## config.mk

```make
export PLATFORM = sky130hd
export DESIGN_NAME = palette_ctrl_flat
export DESIGN_NICKNAME = d
export VERILOG_FILES = /design/src/rtl/palette_pkg.sv /design/src/rtl/palette_if.sv /design/src/rtl/palette_wr_fifo.sv /design/src/rtl/palette_ctrl.sv /design/src/flat_wrapper.sv
export SDC_FILE = /design/constraint.sdc
export NUM_CORES = 2
export LEC_CHECK = 0
export ABC_CLOCK_PERIOD_IN_PS = 9450
export BUFFER_PORTS_ARGS = -buffer_cell sky130_fd_sc_hd__clkbuf_2
export CORE_UTILIZATION = 45
export CTS_BUF_LIST = sky130_fd_sc_hd__clkbuf_16
export CTS_CLUSTER_SIZE = 16
export DETAILED_ROUTE_END_ITERATION = 12
export GPL_ROUTABILITY_DRIVEN = 0
export SLEW_MARGIN = 20
export SYNTH_ARGS = -nofsm -noshare
export SYNTH_HDL_FRONTEND = slang
export SYNTH_SLANG_ARGS = --single-unit
```

## constraint.sdc

```tcl
create_clock -name clk -period 9.45 [get_ports clk]
set_input_delay 0 -clock clk [delete_from_list [all_inputs] [get_ports clk]]
set_output_delay 0 -clock clk [all_outputs]
set_load 0.005 [all_outputs]
```

## src/rtl/palette_pkg.sv

```systemverilog
// Shared types and helpers for the runtime-writable colour palette.
// The default colour table is a gray ramp taken from the index high nibble.
package palette_pkg;

  localparam int PAL_ENTRIES = 256;

  typedef struct packed {
    logic [3:0] r;
    logic [3:0] g;
    logic [3:0] b;
  } rgb12_t;

  typedef enum logic [1:0] {
    INIT,
    IDLE,
    DRAIN
  } pal_state_t;

  function automatic rgb12_t default_color(input logic [7:0] index);
    rgb12_t c;
    c.r = index[7:4];
    c.g = index[7:4];
    c.b = index[7:4];
    return c;
  endfunction

endpackage

```

## src/rtl/palette_if.sv

```systemverilog
// Host-write, pixel-lookup and status bundle of the palette controller.
// The master side is the host/pixel pipeline; the slave side is palette_ctrl.
interface palette_if #(
  parameter int INDEX_W    = 8,
  parameter int FIFO_DEPTH = 4
);
  localparam int LVL_W = $clog2(FIFO_DEPTH) + 1;

  logic               vblank;
  logic               wr_valid;
  logic               wr_ready;
  logic [INDEX_W-1:0] wr_index;
  logic [11:0]        wr_rgb;
  logic               rd_valid;
  logic [INDEX_W-1:0] rd_index;
  logic               rgb_valid;
  logic [3:0]         red;
  logic [3:0]         green;
  logic [3:0]         blue;
  logic               init_busy;
  logic [LVL_W-1:0]   fifo_level;

  modport master (
    output vblank, wr_valid, wr_index, wr_rgb, rd_valid, rd_index,
    input  wr_ready, rgb_valid, red, green, blue, init_busy, fifo_level
  );

  modport slave (
    input  vblank, wr_valid, wr_index, wr_rgb, rd_valid, rd_index,
    output wr_ready, rgb_valid, red, green, blue, init_busy, fifo_level
  );
endinterface

```

## src/rtl/palette_wr_fifo.sv

```systemverilog
// Small first-word-fall-through synchronous FIFO for host configuration writes.
// A push while full or a pop while empty is ignored.
module palette_wr_fifo #(
  parameter int FIFO_DEPTH = 4,
  parameter int DATA_W     = 20
) (
  input  logic                        clk,
  input  logic                        srst,
  input  logic                        push_i,
  input  logic                        pop_i,
  input  logic [DATA_W-1:0]           din_i,
  output logic [DATA_W-1:0]           dout_o,
  output logic                        full_o,
  output logic                        empty_o,
  output logic [$clog2(FIFO_DEPTH):0] level_o
);
  localparam int PTR_W = $clog2(FIFO_DEPTH);
  localparam logic [PTR_W:0] DEPTH_L = FIFO_DEPTH[PTR_W:0];

  logic [DATA_W-1:0]     mem_q [FIFO_DEPTH];
  logic [PTR_W-1:0]      wr_ptr_q, wr_ptr_d;
  logic [PTR_W-1:0]      rd_ptr_q, rd_ptr_d;
  logic [PTR_W:0]        level_q, level_d;
  logic [FIFO_DEPTH-1:0] entry_we;
  logic                  do_push, do_pop;

  assign full_o  = (level_q == DEPTH_L);
  assign empty_o = (level_q == '0);
  assign do_push = push_i && !full_o;
  assign do_pop  = pop_i && !empty_o;
  assign dout_o  = mem_q[rd_ptr_q];
  assign level_o = level_q;

  generate
    for (genvar gi = 0; gi < FIFO_DEPTH; gi++) begin : g_entry_we
      assign entry_we[gi] = do_push && (wr_ptr_q == PTR_W'(gi));
    end
  endgenerate

  always_comb begin
    wr_ptr_d = wr_ptr_q;
    rd_ptr_d = rd_ptr_q;
    level_d  = level_q;
    if (do_push) wr_ptr_d = wr_ptr_q + 1'b1;
    if (do_pop)  rd_ptr_d = rd_ptr_q + 1'b1;
    if (do_push && !do_pop)      level_d = level_q + 1'b1;
    else if (!do_push && do_pop) level_d = level_q - 1'b1;
  end

  always_ff @(posedge clk) begin
    if (srst) begin
      wr_ptr_q <= '0;
      rd_ptr_q <= '0;
      level_q  <= '0;
    end else begin
      wr_ptr_q <= wr_ptr_d;
      rd_ptr_q <= rd_ptr_d;
      level_q  <= level_d;
    end
  end

  // Storage needs no reset: the level counter alone decides what is valid.
  always_ff @(posedge clk) begin
    for (int i = 0; i < FIFO_DEPTH; i++) begin
      if (entry_we[i]) mem_q[i] <= din_i;
    end
  end

endmodule

```

## src/rtl/palette_ctrl.sv

```systemverilog
// Shared 12-bit colour palette: gray-ramp initialisation, host writes buffered
// and committed only during vertical blanking, 2-cycle pixel lookups every cycle.
module palette_ctrl
  import palette_pkg::*;
#(
  parameter int FIFO_DEPTH = 4,
  parameter int INDEX_W    = 8
) (
  input  logic      clk,
  input  logic      srst,
  palette_if.slave  bus
);
  localparam int ENTRY_W = INDEX_W + 12;
  localparam int LVL_W   = $clog2(FIFO_DEPTH) + 1;
  localparam logic [LVL_W-1:0] LVL_ONE = 1;

  pal_state_t         state_q;
  logic [INDEX_W-1:0] init_cnt_q;
  logic               init_busy_q;

  logic               fifo_push, fifo_pop, fifo_full, fifo_empty;
  logic [LVL_W-1:0]   fifo_level;
  logic [ENTRY_W-1:0] fifo_dout;

  logic               tbl_we;
  logic [INDEX_W-1:0] tbl_waddr;
  rgb12_t             tbl_wdata;
  rgb12_t             pal_mem [2**INDEX_W];
  rgb12_t             rd_data_q;

  logic               rd_valid_q, rd_init_q, rgb_valid_q;
  rgb12_t             rgb_q;

  // Readiness looks only at the level before any same-cycle pop.
  assign bus.wr_ready = !fifo_full && (state_q != INIT);
  assign fifo_push    = bus.wr_valid && bus.wr_ready;
  assign fifo_pop     = (state_q == DRAIN) && bus.vblank && !fifo_empty;

  palette_wr_fifo #(
    .FIFO_DEPTH (FIFO_DEPTH),
    .DATA_W     (ENTRY_W)
  ) u_wr_fifo (
    .clk     (clk),
    .srst    (srst),
    .push_i  (fifo_push),
    .pop_i   (fifo_pop),
    .din_i   ({bus.wr_index, bus.wr_rgb}),
    .dout_o  (fifo_dout),
    .full_o  (fifo_full),
    .empty_o (fifo_empty),
    .level_o (fifo_level)
  );

  always_ff @(posedge clk) begin
    if (srst) begin
      state_q     <= INIT;
      init_cnt_q  <= '0;
      init_busy_q <= 1'b1;
    end else begin
      case (state_q)
        INIT: begin
          init_cnt_q <= init_cnt_q + 1'b1;
          if (init_cnt_q == '1) begin
            state_q     <= IDLE;
            init_busy_q <= 1'b0;
          end
        end
        IDLE: begin
          if (bus.vblank && !fifo_empty) state_q <= DRAIN;
        end
        DRAIN: begin
          // Leave on blanking end, or on the pop that empties the buffer.
          if (!bus.vblank || fifo_empty || (fifo_level == LVL_ONE && !fifo_push))
            state_q <= IDLE;
        end
        default: state_q <= INIT;
      endcase
    end
  end

  always_comb begin
    tbl_we    = 1'b0;
    tbl_waddr = fifo_dout[ENTRY_W-1:12];
    tbl_wdata = rgb12_t'(fifo_dout[11:0]);
    if (!srst) begin
      if (state_q == INIT) begin
        tbl_we    = 1'b1;
        tbl_waddr = init_cnt_q;
        tbl_wdata = default_color(8'(init_cnt_q));
      end else if (fifo_pop) begin
        tbl_we = 1'b1;
      end
    end
  end

  // Simple dual-port table; a same-address read returns the pre-write colour.
  always_ff @(posedge clk) begin
    if (tbl_we) pal_mem[tbl_waddr] <= tbl_wdata;
    rd_data_q <= pal_mem[bus.rd_index];
  end

  always_ff @(posedge clk) begin
    if (srst) begin
      rd_valid_q  <= 1'b0;
      rd_init_q   <= 1'b0;
      rgb_valid_q <= 1'b0;
      rgb_q       <= '0;
    end else begin
      rd_valid_q  <= bus.rd_valid;
      rd_init_q   <= init_busy_q;
      rgb_valid_q <= rd_valid_q;
      rgb_q       <= rd_init_q ? rgb12_t'(12'h000) : rd_data_q;
    end
  end

  assign bus.rgb_valid  = rgb_valid_q;
  assign bus.red        = rgb_q.r;
  assign bus.green      = rgb_q.g;
  assign bus.blue       = rgb_q.b;
  assign bus.init_busy  = init_busy_q;
  assign bus.fifo_level = fifo_level;

endmodule
```

## src/flat_wrapper.sv

```systemverilog
// flat-port wrapper written by rule: the top's interface ports become plain ports
module palette_ctrl_flat import palette_pkg::*;
#(
  parameter int FIFO_DEPTH = 4,
  parameter int INDEX_W    = 8
)
  (clk, srst, bus_vblank, bus_wr_valid, bus_wr_index, bus_wr_rgb, bus_rd_valid, bus_rd_index, bus_wr_ready, bus_rgb_valid, bus_red, bus_green, bus_blue, bus_init_busy, bus_fifo_level);
  palette_if #(.INDEX_W(INDEX_W), .FIFO_DEPTH(FIFO_DEPTH)) bus_i ();
  input  logic clk;
  input  logic srst;
  input wire logic [$bits(bus_i.vblank)-1:0] bus_vblank;
  input wire logic [$bits(bus_i.wr_valid)-1:0] bus_wr_valid;
  input wire logic [$bits(bus_i.wr_index)-1:0] bus_wr_index;
  input wire logic [$bits(bus_i.wr_rgb)-1:0] bus_wr_rgb;
  input wire logic [$bits(bus_i.rd_valid)-1:0] bus_rd_valid;
  input wire logic [$bits(bus_i.rd_index)-1:0] bus_rd_index;
  output wire logic [$bits(bus_i.wr_ready)-1:0] bus_wr_ready;
  output wire logic [$bits(bus_i.rgb_valid)-1:0] bus_rgb_valid;
  output wire logic [$bits(bus_i.red)-1:0] bus_red;
  output wire logic [$bits(bus_i.green)-1:0] bus_green;
  output wire logic [$bits(bus_i.blue)-1:0] bus_blue;
  output wire logic [$bits(bus_i.init_busy)-1:0] bus_init_busy;
  output wire logic [$bits(bus_i.fifo_level)-1:0] bus_fifo_level;
  assign bus_i.vblank = bus_vblank;
  assign bus_i.wr_valid = bus_wr_valid;
  assign bus_i.wr_index = bus_wr_index;
  assign bus_i.wr_rgb = bus_wr_rgb;
  assign bus_i.rd_valid = bus_rd_valid;
  assign bus_i.rd_index = bus_rd_index;
  assign bus_wr_ready = bus_i.wr_ready;
  assign bus_rgb_valid = bus_i.rgb_valid;
  assign bus_red = bus_i.red;
  assign bus_green = bus_i.green;
  assign bus_blue = bus_i.blue;
  assign bus_init_busy = bus_i.init_busy;
  assign bus_fifo_level = bus_i.fifo_level;
  palette_ctrl #(.FIFO_DEPTH(FIFO_DEPTH), .INDEX_W(INDEX_W)) u_core (.clk(clk), .srst(srst), .bus(bus_i));
endmodule
```

=== Word-level counts from Yosys, hierarchy flattened ===
Memory sizes are Yosys's and may differ from the RTL's. A register that Yosys moved wholly into a read port is not among the register bits.
Cells that the tools add are included.

* Mux-type cells: 34
* Reduce and logical (&&, ||, !) cells: 33
* Add/subtract/negate cells: 5
* Equality and inequality tests: 11

{| class="wikitable"
|+ Operators with widths
! operator !! number
|-
| $mux W20 || 3
|-
| $reduce_or A20 Y1 || 3
|-
| $mux W12 || 2
|-
| $mux W1 || 16
|-
| $mux W2 || 8
|-
| $mux W8 || 2
|-
| $logic_and A1 B1 Y1 || 14
|-
| $add A8 B1 Y8 const B || 1
|-
| $eq A8 B8 Y1 const B || 1
|-
| $eq A2 B2 Y1 const B || 3
|-
| $logic_not A1 Y1 || 6
|-
| $mux W3 || 2
|-
| $pmux W2 S3 || 1
|-
| $add A2 B1 Y2 const B || 2
|-
| $eq A2 B1 Y1 const B || 2
|-
| $logic_not A2 Y1 || 2
|-
| $ne A2 B1 Y1 const B || 2
|-
| $reduce_bool A2 Y1 || 2
|-
| $add A3 B1 Y3 const B || 1
|-
| $eq A3 B1 Y1 const B || 1
|-
| $eq A3 B3 Y1 const B || 1
|-
| $logic_not A3 Y1 || 1
|-
| $reduce_and A3 Y1 || 1
|-
| $sub A3 B1 Y3 const B || 1
|-
| other kinds (4) || 5
|}

* Output and inout bits: 18
* Bits in writable memories: 3,152
* Register bits after elaboration: 33
* Memories kept: 2
* Input bits: 33
* Logic and storage cells: 97

{| class="wikitable"
|+ Memories
! memory !! depth !! bits a word !! rd ports !! clocked after memory_dff !! wr ports !! line !! source
|-
| u_core.pal_mem || 256 || 12 || 1 || 1 || 1 || palette_ctrl.sv:28 || <nowiki>rgb12_t pal_mem [2**INDEX_W];</nowiki>
|-
| u_core.u_wr_fifo.mem_q || 4 || 20 || 1 || 1 || 1 || palette_wr_fifo.sv:20 || <nowiki>logic [DATA_W-1:0] mem_q [FIFO_DEPTH];</nowiki>
|}

=== Longest topological paths before layout ===
* Depth in word-level cells: 12
* Gate-level depth with buffers: 12
* Gate-level depth less buffers: 10

=== Modules after synthesis ===
A second synthesis with hierarchy kept.

* Cell total of the unflattened synthesis: 5,848
* Area, all modules: 123,278.2 µm²

{| class="wikitable"
|+ Modules (own cells, without submodules)
! module !! instances !! area each (µm²) !! cells each !! sequential area each (µm²)
|-
| palette_ctrl || 1 || 119,922.5 || 5,696 || 93,009.2
|-
| palette_wr_fifo || 1 || 3,355.7 || 152 || 2,582.5
|}

=== Worst setup path before layout ===
No wires, ideal clock.

* Path type: flip-flop to flip-flop
* Start point: reg with a tool-made name
* End point: mem u_core.pal_mem[0][10] (netlist bit) (data pin)
* Library setup time: 0.820 ns
* Data required time: 8.630 ns
* Cell stages (with the launch flop): 6
* Period minus slack after synthesis: 5.234 ns
* Slack: 4.216 ns
* Path buffers: 2
* Arrival: 4.414 ns
* Path through: dfxtp_1 -> buf_6 -> buf_1 -> mux4_2 -> nand2_1 -> nand2_1

{| class="wikitable"
|+ RTL lines
! item !! line
|-
| end, declared || palette_ctrl.sv:28
|}

=== Worst setup path after layout ===
* Start point: reg u_core.state_q[0]
* End point: mem u_core.pal_mem[227][1] (netlist bit), enable pin

* Longest elaborated chain between the ends: 8
* Elaborated cells between the ends (all ways): 11
* Those cells by class: 1 x eq/ne; 7 x mux; 3 x reduce/logical

{| class="wikitable"
|+ RTL lines
! item !! line !! source
|-
| start, declared || palette_ctrl.sv:17 || <nowiki>pal_state_t state_q;</nowiki>
|-
| start signal, assigned || palette_ctrl.sv:56 || <nowiki>state_q <= INIT;</nowiki>
|-
| start signal, assigned || palette_ctrl.sv:64 || <nowiki>state_q <= IDLE;</nowiki>
|-
| start signal, assigned || palette_ctrl.sv:69 || <nowiki>if (bus.vblank && !fifo_empty) state_q <= DRAIN;</nowiki>
|-
| $eq A2 B2 Y1 || palette_ctrl.sv:37 || <nowiki>assign fifo_pop = (state_q == DRAIN) && bus.vblank && !fifo_empty;</nowiki>
|-
| $logic_and A1 B1 Y1 (2 in a row) || palette_ctrl.sv:37 ||
|-
| $mux W1 || palette_ctrl.sv:90 || <nowiki>end else if (fifo_pop) begin</nowiki>
|-
| $mux W1 || palette_ctrl.sv:86 || <nowiki>if (state_q == INIT) begin</nowiki>
|-
| $mux W1 || palette_ctrl.sv:85 || <nowiki>if (!srst) begin</nowiki>
|-
| $mux W1 || palette_ctrl.sv:98 || <nowiki>if (tbl_we) pal_mem[tbl_waddr] <= tbl_wdata;</nowiki>
|-
| $mux W1 (not written as such) || palette_ctrl.sv:98 ||
|}

Parallel ways exist; a longest one is shown, timed or not.

==> flow_metrics.env <==
export IMPL_status="complete, no violations"
export IMPL_first_pass_iters=6
export IMPL_cts_tree="yes"
export IMPL_synthDistinctLibCells=59
export IMPL_pre_cts_ws_ns=4.55
export IMPL_power_frac_seq_pct=52.7
export IMPL_yosys_top_cells_area="edfxtp_1 77%, mux4_2 12%, mux2i_1 2.0%, a22oi_1 1.7%, nor2_1 0.86%"
export IMPL_vias=59700
export IMPL_grt_pass1_vias=60000
export IMPL_pin_count=51
export IMPL_critPathLaunchType="flop"
export IMPL_yosys_warnings=0
export IMPL_dpl_hpwl_um=186000
export IMPL_ff2ff_path_depth=6
export IMPL_fin_nets=6064
export IMPL_clock_sinks=3199
export IMPL_syn_num_nets=5814
export IMPL_netSwitchingPower_w=0.00616
export IMPL_fp_dieW_um=524
export IMPL_antenna_found_initial=16
export IMPL_cts_buffer_depth=4
export IMPL_hold_viol_final=0
export IMPL_finalClockSkew_ns=0.0678
export IMPL_r2r_end="u_core.pal_mem[227][1]$_DFFE_PP_"
export IMPL_drt_iter0_drc=7015
export IMPL_p_leak_nw=43.8
export IMPL_cts_max_level=5
export IMPL_layout_drive_gt1_share_pct=25.2
export IMPL_die_area_um2=275000
export IMPL_postRouteAntennaNets=0
export IMPL_syn_inst=5771
export IMPL_fillCellCount=21200
export IMPL_r2r_start="u_core.state_q[0]$_SDFFE_PP0P_"
export IMPL_placementRows=191
export IMPL_cts_hold_repair_buffers=49
export IMPL_drv_cap=0
export IMPL_timing_hold_ws_ns=0.0925
export IMPL_io_buffer_count=50
export IMPL_drc=0
export IMPL_drt_vias_per_instance=6.06
export IMPL_gr_usage_all_layers_pct=23.0
export IMPL_clkPwrFrac_pct=43.0
export IMPL_end_kind="flop"
export IMPL_numCtsBuffers=335
export IMPL_cp_max_fo=24
export IMPL_synth_edf_count=3152
export IMPL_area_growth_pct=13.2
export IMPL_post_cts_setup_buffer_count=0
export IMPL_holdPathStages=5
export IMPL_timing_fmax_ghz=0.206
export IMPL_min_to="u_core.rd_data_q[10]$_DFF_P_"
export IMPL_crit_arrival_ns=5.39
export IMPL_core_um2=271000
export IMPL_finalCriticalPeriod_ns=4.86
export IMPL_powerDensity_nw_per_um2=212
export IMPL_synth_top_area_cell="edfxtp_1"
export IMPL_synth_area_um2=123000
export IMPL_cts_root_buffer="clkbuf_16"
export IMPL_syn_avg_cell_area_um2=21.2
export IMPL_ys_flop_type="edfxtp_1"
export IMPL_grt_pass1_wl_um=447000
export IMPL_gr_total_overflow=0
export IMPL_hp_start="bus_rd_index[5]"
export IMPL_slew_violations=0
export IMPL_wl_per_cell_um=32.0
export IMPL_timing_final_crit_share_pct=51.4
export IMPL_drt_wl_total_um=315000
export IMPL_clk_latency_ns=0.98
export IMPL_yosys_area_top_type_share_pct=77.2
export IMPL_swShare_pct=20.9
export IMPL_tightest_slew_ns=1.17
export IMPL_combPwrFrac_pct=4.3
export IMPL_peakVddDrop_v=0.000177
export IMPL_setup_tns_final_ns=0
export IMPL_seq_area_frac_synth_pct=78.0
export IMPL_required_ns=9.98
export IMPL_cts_resized=0
export IMPL_rsz0062_at_grt="no"
export IMPL_synth_seq_cells=3199
export IMPL_hold_path_class="in -> reg"
export IMPL_synthArstFlopShare_pct=0
export IMPL_setup_viol_count_final=0
export IMPL_setup_ws_ns=4.59
export IMPL_slew_headroom_pct=21.6
export IMPL_clk_pin_slew_worst_paths_ns=0.06
export IMPL_start_util_pct=45.3
export IMPL_dieHeight_um=524
export IMPL_ff2ff_setup_slack_ns=4.59
export IMPL_intPower_w=0.0233
export IMPL_crit_type="reg -> reg"
export IMPL_grt_max_degree=177
[critical path: stages, from the launching register on]
cell,delay [ns]
dfxtp_1,0.44
or3_1,0.73
nand2_1,0.15
and2_1,0.23
nor2_1,0.74
nand2_1,0.92
nor2_1,1.20
[how the worst max path moves through the flow]
stage                                         startpoint                               end  slack, ns  depth (start not counted)
after floorplan                                     flop   u_core.pal_mem[0][10]$_DFFE_PP_       4.22                          5
after global placement                              srst   u_core.pal_mem[32][7]$_DFFE_PP_       4.32                          7
after detailed placement                            srst   u_core.pal_mem[43][7]$_DFFE_PP_       4.55                          7
after CTS                 u_core.state_q[0]$_SDFFE_PP0P_   u_core.pal_mem[21][9]$_DFFE_PP_       4.61                          6
after global routing      u_core.state_q[0]$_SDFFE_PP0P_  u_core.pal_mem[37][10]$_DFFE_PP_       4.46                          6
final                     u_core.state_q[0]$_SDFFE_PP0P_  u_core.pal_mem[227][1]$_DFFE_PP_       4.59                          6
[layout make-up]
| class | count | area, µm² | area share, % |
|---|---|---|---|
| Sequential cell | 3199 | 95600 | 68.9 |
| Multi-Input combinational cell | 2195 | 25900 | 18.7 |
| Clock buffer | 340 | 8510 | 6.13 |
| Tap cell | 3570 | 4470 | 3.22 |
| Timing Repair Buffer | 280 | 2340 | 1.68 |
| Clock inverter | 246 | 1930 | 1.39 |
| Inverter | 10 | 37.5 | 0.0270 |
| Antenna cell | 9 | 22.5 | 0.0162 |
[sequential cells by signal, indices dropped and copies added, names as in the netlist, named ones only]
register / cells
u_core.bus.blue: 4
u_core.bus.green: 4
u_core.bus.init_busy: 1
u_core.bus.red: 4
u_core.bus.rgb_valid: 1
u_core.init_cnt_q: 8
u_core.pal_mem: 3072
u_core.rd_data_q: 12
u_core.rd_init_q: 1
u_core.rd_valid_q: 1
u_core.state_q: 2
u_core.u_wr_fifo.level_o: 3
u_core.u_wr_fifo.mem_q: 80
u_core.u_wr_fifo.rd_ptr_q: 2
u_core.u_wr_fifo.wr_ptr_q: 2
[layout by cell type, fill, tap and decap left out, types with 47 or more instances in the layout]
master / n
clkinv_1: 75
clkbuf_16: 340
edfxtp_1: 3152
mux2i_1: 239
dlygate4sd3_1: 49
a22oi_1: 276
clkbuf_2: 47
mux4_2: 656
a21oi_1: 162
inv_1: 73
clkinv_2: 55
nor2_1: 131
nand2_1: 104
o221ai_1: 49
buf_4: 160
dfxtp_1: 47
nor2_2: 149
[synthesized netlist by cell type (14+ instances only)]
cell type  number
a22oi_1       276
o221ai_1       49
nor3_1         60
dfxtp_1        47
buf_4          54
clkbuf_1      143
buf_1          32
a221oi_1       26
a21oi_1       162
mux2i_1       239
nor4_1         39
o22ai_1        24
nand2_1       119
mux4_2        656
buf_6          28
a22o_1         14
nor2_1        280
o21ai_0        29
o2bb2ai_1      20
edfxtp_1     3152
or3_1          21
a31oi_1        28
a211oi_1       19
and2_1         18
buf_2          97
[layer usage]
| metal | share of wire, % | track usage [%] | vias to the layer above |
|---|---|---|---|
| li1 | - | - | 24800 |
| met2 | 49 | 37.2 | 2425 |
| met5 | 0.023 | 0 | - |
| met4 | 3.0 | 7.04 | 12 |
| met1 | 41 | 32.0 | 32000 |
| met3 | 7.3 | 3.93 | 457 |
[cells by family (layout without fill, tap and decap cells)]
family,after synthesis,count (layout),share of synthesized area [%]
AOI/OAI and AO/OA,677,677,3.84
adders and majority gates,10,10,0.102
other,0,9,0
DFF,3199,3199,78.0
muxes,901,901,14.1
xor gates and xnor gates,12,12,0.0857
buffers and inverters,377,876,1.73
and+or+nand+nor,595,595,2.18
[power by group through the flow]
| stage | clock network, W | registers [W] | logic [W] |
|---|---|---|---|
| floorplan | 0 | 0.0158 | 0.000748 |
| global placement | 0 | 0.0158 | 0.00123 |
| detailed placement | 0 | 0.0158 | 0.00125 |
| CTS | 0.0128 | 0.0155 | 0.00127 |
| global route | 0.0133 | 0.0155 | 0.00132 |
| finish | 0.0127 | 0.0155 | 0.00126 |
[through the flow]
| stage | total power (W) | cells | cell area [µm²] | util, % |
|---|---|---|---|---|
| 2_1_floorplan | 0.0166 | 5771 | 123000 | - |
| 3_3_place_gp | 0.0170 | 9192 | 127000 | 46.9 |
| 3_5_place_dp | 0.0171 | 9205 | 128000 | 47.1 |
| 4_1_cts | 0.0296 | 9840 | 139000 | 51.2 |
| 5_1_grt | 0.0302 | 9847 | 139000 | 51.3 |
| 6_report | 0.0294 | 9849 | 139000 | 51.3 |
No activity file was read; power rests on OpenSTA's default activity.
